[src/rtl/eoc_mon_pkg.sv]
// Shared types and constants for the end-of-computation monitor.
package eoc_mon_pkg;

  typedef enum logic [1:0] {
    ST_IDLE    = 2'd0,
    ST_RUN     = 2'd1,
    ST_DONE    = 2'd2,
    ST_TIMEOUT = 2'd3
  } eoc_state_e;

  localparam logic signed [1:0] EXIT_SUCCESS = 2'sb00;
  localparam logic signed [1:0] EXIT_FAIL    = 2'sb01;
  localparam logic signed [1:0] EXIT_ERROR   = 2'sb11;

  function automatic logic ch_valid(input logic [4:0] ch, input int num_ch);
    return int'(ch) < num_ch;
  endfunction

endpackage

[src/rtl/eoc_channel.sv]
// One monitored channel: sticky eoc latch, first-write status latch and
// fail/duplicate flags. All outputs are registered.
module eoc_channel #(
  parameter int STATUS_W = 32
) (
  input  logic                clk,
  input  logic                rst,
  input  logic                clear,
  input  logic                run,
  input  logic                eoc,
  input  logic                wr,
  input  logic [STATUS_W-1:0] status,
  output logic                ch_done,
  output logic                ch_fail,
  output logic                dup_err
);

  logic                eoc_seen, stat_seen;
  logic [STATUS_W-1:0] code;
  logic                eoc_n, stat_n, dup_n;
  logic [STATUS_W-1:0] code_n;

  always_comb begin
    eoc_n  = eoc_seen;
    stat_n = stat_seen;
    dup_n  = dup_err;
    code_n = code;
    if (clear) begin
      eoc_n  = 1'b0;
      stat_n = 1'b0;
      dup_n  = 1'b0;
      code_n = '0;
    end else if (run) begin
      if (eoc) eoc_n = 1'b1;
      // only the first write keeps its code; later ones just flag the error
      if (wr) begin
        if (stat_seen) begin
          dup_n = 1'b1;
        end else begin
          stat_n = 1'b1;
          code_n = status;
        end
      end
    end
  end

  always_ff @(posedge clk) begin
    if (rst) begin
      eoc_seen  <= 1'b0;
      stat_seen <= 1'b0;
      code      <= '0;
      dup_err   <= 1'b0;
      ch_done   <= 1'b0;
      ch_fail   <= 1'b0;
    end else begin
      eoc_seen  <= eoc_n;
      stat_seen <= stat_n;
      code      <= code_n;
      dup_err   <= dup_n;
      ch_done   <= eoc_n & stat_n;
      ch_fail   <= dup_n | (stat_n & (code_n != '0));
    end
  end

endmodule

[src/rtl/eoc_status_monitor.sv]
// End-of-computation monitor: per-channel done/return-code tracking, cycle
// timeout and a registered aggregate exit code.
//
// state   | meaning
// IDLE    | not armed since reset
// RUN     | armed; counting cycles and latching channel events
// DONE    | every channel completed; exit code valid
// TIMEOUT | cycle limit reached first; exit code is error
module eoc_status_monitor
  import eoc_mon_pkg::*;
#(
  parameter int NUM_CH   = 1,
  parameter int STATUS_W = 32,
  parameter int CNT_W    = 32
) (
  input  logic                 clk,
  input  logic                 rst,
  input  logic                 start_i,
  input  logic [NUM_CH-1:0]    eoc_i,
  input  logic                 status_valid_i,
  input  logic [4:0]           status_ch_i,
  input  logic [STATUS_W-1:0]  status_i,
  input  logic [CNT_W-1:0]     timeout_i,
  output logic                 busy_o,
  output logic                 done_o,
  output logic signed [1:0]    exit_code_o,
  output logic [NUM_CH-1:0]    ch_done_o,
  output logic [NUM_CH-1:0]    ch_fail_o,
  output logic [CNT_W-1:0]     cycles_o
);

  eoc_state_e        state, state_n;
  logic [CNT_W-1:0]  timeout_q, cycles_n;
  logic [NUM_CH-1:0] dup_vec;
  logic              in_run, all_done, timeout_hit, dup_any, wr_ok;

  assign in_run   = (state == ST_RUN);
  assign cycles_n = (&cycles_o) ? cycles_o : cycles_o + CNT_W'(1);
  assign all_done = &ch_done_o;
  assign dup_any  = |dup_vec;
  assign wr_ok    = status_valid_i && ch_valid(status_ch_i, NUM_CH);

  // compare against the value the counter takes on this edge, so the limit
  // and the TIMEOUT state become visible together
  assign timeout_hit = (timeout_q != '0) && (cycles_n == timeout_q);

  for (genvar c = 0; c < NUM_CH; c++) begin : g_ch
    eoc_channel #(.STATUS_W(STATUS_W)) u_ch (
      .clk     (clk),
      .rst     (rst),
      .clear   (start_i),
      .run     (in_run),
      .eoc     (eoc_i[c]),
      .wr      (wr_ok && (status_ch_i == 5'(c))),
      .status  (status_i),
      .ch_done (ch_done_o[c]),
      .ch_fail (ch_fail_o[c]),
      .dup_err (dup_vec[c])
    );
  end

  always_ff @(posedge clk) begin
    if (rst) state <= ST_IDLE;
    else     state <= state_n;
  end

  always_comb begin
    state_n = state;
    if (start_i) begin
      state_n = ST_RUN;
    end else if (state == ST_RUN) begin
      if (all_done)         state_n = ST_DONE;
      else if (timeout_hit) state_n = ST_TIMEOUT;
    end
  end

  always_ff @(posedge clk) begin
    if (rst) begin
      busy_o      <= 1'b0;
      done_o      <= 1'b0;
      exit_code_o <= EXIT_ERROR;
      cycles_o    <= '0;
      timeout_q   <= '0;
    end else begin
      busy_o <= (state_n == ST_RUN);
      done_o <= (state_n == ST_DONE) || (state_n == ST_TIMEOUT);
      if (start_i) begin
        cycles_o    <= '0;
        timeout_q   <= timeout_i;
        exit_code_o <= EXIT_ERROR;
      end else if (in_run) begin
        cycles_o <= cycles_n;
        if (state_n == ST_DONE)
          exit_code_o <= dup_any ? EXIT_ERROR : ((|ch_fail_o) ? EXIT_FAIL : EXIT_SUCCESS);
        else if (state_n == ST_TIMEOUT)
          exit_code_o <= EXIT_ERROR;
      end
    end
  end

endmodule
[config.mk]
export PLATFORM = sky130hd
export DESIGN_NAME = eoc_status_monitor
export DESIGN_NICKNAME = d
export VERILOG_FILES = /design/src/rtl/eoc_mon_pkg.sv /design/src/rtl/eoc_channel.sv /design/src/rtl/eoc_status_monitor.sv
export SDC_FILE = /design/constraint.sdc
export NUM_CORES = 1
export LEC_CHECK = 0
export ABC_AREA = 1
export BUFFER_PORTS_ARGS = -buffer_cell sky130_fd_sc_hd__buf_4
export CAP_MARGIN = 20
export CORE_UTILIZATION = 40
export CTS_CLUSTER_DIAMETER = 100
export DETAILED_ROUTE_END_ITERATION = 16
export PLACE_DENSITY_LB_ADDON = 0.15
export SETUP_SLACK_MARGIN = 0.3
export SLEW_MARGIN = 20
export SYNTH_ARGS = -nofsm -noshare
export SYNTH_HDL_FRONTEND = slang
export SYNTH_SLANG_ARGS = --single-unit
[constraint.sdc]
create_clock -name clk -period 2.65 [get_ports clk]
set_input_delay 0.53 -clock clk [delete_from_list [all_inputs] [get_ports clk]]
set_output_delay 0.53 -clock clk [all_outputs]
set_load 0.005 [all_outputs]
==> impl_metrics.yaml <==
routing:
  wl_um: 18200
  via_count: 6214
  drc: 0
  firstDrtPassIters: 5
  ant_nets: 0
  viasPerCell: 4.95
  drt_iter0_drc: 388
  routedWlPerCell_um: 14.5
die:
  coreArea_um2: 14000
  num_rows: 43
  die_h_um: 122
  boundaryPins: 112
  dieArea_um2: 14900
  die-width_um: 122
  start_util_pct: 41.2
critical_path:
  critPathLaunchType: "register"
  setup.worst_path.end_class: "register"
  timing.rr.start: "cycles_o[0]"
  critPathKind: "reg2reg"
  crit_path_start: "cycles_o[0]"
  crit_required_ns: 2.95
  cp.arrival_ns: 2.75
  reg2reg_depth: 18
  worstPathMaxFanout: 8
run_status:
  outcome: "complete, no violations"
cells_and_area:
  areaGrowthSynthToFinish_pct: 39.2
  final_nets: 1147
  layout_commonest_cell: "nand2_1"
  layout-drive-gt1-share_pct: 29.2
  final_cell_mix: "nand2_1, buf_4, nor2_1"
  antenna_cells: 0
timing:
  fin_skew_ns: 0.00557
  holdWs_ns: 0.393
  drv_slew: 0
  fin_crit_sh_pct: 92.3
  setup-tns-final_ns: 0
  max_clock_freq_ghz: 0.409
  tightestPinTransition_ns: 0.719
  setup_viol: 0
  hold_viol: 0
  fin_crit_ns: 2.45
  relSlewSlack_pct: 52.0
  rsz0062_at_grt: "true"
yosys:
  netlist_area_um2: 5760
  ys_ff_latch: 107
  synth_area_per_cell_um2: 6.29
  synth_cell_types: 34
  synth_fp_nets: 991
  yosysSeqAreaShare_pct: 37.2
  synth_cells: 916
  yosysWarnings: 0
clock_network:
  cts_made_buffers: 9
  cts_tree: "built"
  ctsHtreeMaxLevel: 3
  cts_root_buffer: "clkbuf_16"
  clock_path_buffers: 2
  cts-hold-fix-buffers: 0
  clk_latency_ns: 0.36
  clk_pin_slew_ns: 0.07
  cts.sinks: 107
grt:
  grt_pass1_wl_um: 28600
  grt_util_all_layers_pct: 25.2
  grt_pass1_vias: 5750
  grt.overflow.total: 0
  grt_start_max_net_pins: 58
  antenna_found_initial: 0
power:
  power_per_cell_area_nw_per_um2: 438
  ir_drop_uv: 430
  p_leak_nw: 3.83
place:
  portBuffers: 111
  dp_hpwl_um: 13300
  routabilityCongestion: 0.909
hold_path:
  holdPathStages: 3
  hold_path_class: "in2reg"
  hp-start: "timeout_i[20]"
run:
  drv_cap: 0
-- repair_timing --
| action | in CTS | in global routing |
|---|---|---|
| pin swaps | 24 | 40 |
| cloned | 2 | 2 |
| setup endpoints to repair | 5 | 6 |
| gates resized for setup | 56 | 86 |
| setup buffers | 8 | 8 |
-- worst max-delay path, cell delays in order, from the launching register on --
cell and delay (ns):
dfxtp_4 0.37, buf_6 0.15, nand3_4 0.13, inv_2 0.11, nand2_2 0.10, nor2_4 0.18, xor2_1 0.18, nand2_2 0.10
nand2_1 0.06, o21ai_0 0.08, nor2_1 0.14, nand3_1 0.12, nor2_1 0.11, nand2_1 0.10, nand2_2 0.11, nand4_4 0.10
nor2_2 0.14, nor2_2 0.05, nand2_1 0.06
-- power by group --
part           leakage (nW)  internal [mW]  total [mW]  switching [mW]
logic                  2.82          0.228       0.505           0.277
clock network         0.136          0.668        1.30           0.635
registers             0.881           1.66        1.70          0.0413
total                  3.83           2.56        3.51           0.953
-- cell families (layout without fill, tap and decap cells) --
family | Yosys count | count (layout) | synth area share [%]
AO/OA/AOI/OAI | 172 | 172 | 15.6
XOR/XNOR | 16 | 16 | 2.56
adder cells (fa/ha/maj) | 1 | 1 | 0.217
buffers and inverters | 151 | 311 | 10.2
flip-flops | 107 | 107 | 37.2
AND/OR/NAND/NOR | 469 | 469 | 34.2
-- sequential cells by signal, indices dropped and copies added, names as in the netlist --
register             flops
done_o                   1
timeout_q               32
g_ch.u_ch.code          32
busy_o                   1
exit_code_o              2
cycles_o                32
g_ch.u_ch.stat_seen      1
state                    2
g_ch.u_ch.dup_err        1
g_ch.u_ch.ch_done        1
g_ch.u_ch.ch_fail        1
g_ch.u_ch.eoc_seen       1
-- worst paths after layout --
check | to | slack [ns]
setup / recovery | exit_code_o[1] | 0.20
hold / removal | timeout_q[20] | 0.39
setup reg to reg | exit_code_o[1] | 0.20
hold reg to reg | exit_code_o[1] | 0.46
-- area by class of cell --
| cell class | count | area, µm² |
|---|---|---|
| Clock buffer | 11 | 243 |
| Multi-Input combinational cell | 658 | 3420 |
| Fill cell | 1408 | 5970 |
| Timing Repair Buffer | 182 | 1510 |
| Sequential cell | 107 | 2170 |
| Clock inverter | 4 | 35.0 |
| Tap cell | 180 | 225 |
| Inverter | 114 | 428 |
-- cells in the mapped netlist --
master	count	share of area, %
clkinv_1	1	0.065
a211oi_1	1	0.13
nand4_1	6	0.65
o21ai_1	4	0.35
buf_4	1	0.13
nand3b_1	5	0.65
o2111ai_1	7	1.1
o21ai_0	96	8.3
nor2_2	5	0.54
a31o_2	2	0.30
nand3_1	42	3.6
o211ai_1	1	0.13
nor2_1	167	11
nor2_4	2	0.39
inv_1	112	7.3
nand2_2	1	0.11
buf_1	3	0.20
nor4_1	4	0.43
xor2_2	1	0.28
nor3_2	1	0.17
nand2_1	217	14
xor2_1	15	2.3
dfxtp_1	107	37
nand2_4	3	0.59
a21oi_1	61	5.3
ha_1	1	0.22
nor2_8	1	0.35
buf_6	2	0.39
inv_2	1	0.065
and3b_1	1	0.15
clkbuf_1	27	1.8
nor3_1	13	1.1
buf_2	4	0.35
nand4_4	1	0.37
-- per-layer routing --
metal	routed length [µm]	track usage, %	vias to the layer above
met4	453	8.49	0
li1	-	-	3226
met1	8240	32.8	2784
met2	8270	40.6	178
met3	1200	5.95	26
met5	0	0	-
-- stage by stage --
stage	worst slack [ns]	cell area [µm²]	utilization (%)	cells	total power, mW
5_1_grt	0.0221	8020	57.4	1256	3.67
4_1_cts	0.207	7650	54.7	1246	3.52
6_report	0.203	8020	57.4	1256	3.51
3_3_place_gp	-0.0210	7060	50.5	1221	2.21
2_1_floorplan	0.358	5770	-	916	1.99
3_5_place_dp	0.00195	7060	50.5	1221	2.21
Note: power is estimated with default switching activity, not from simulation.
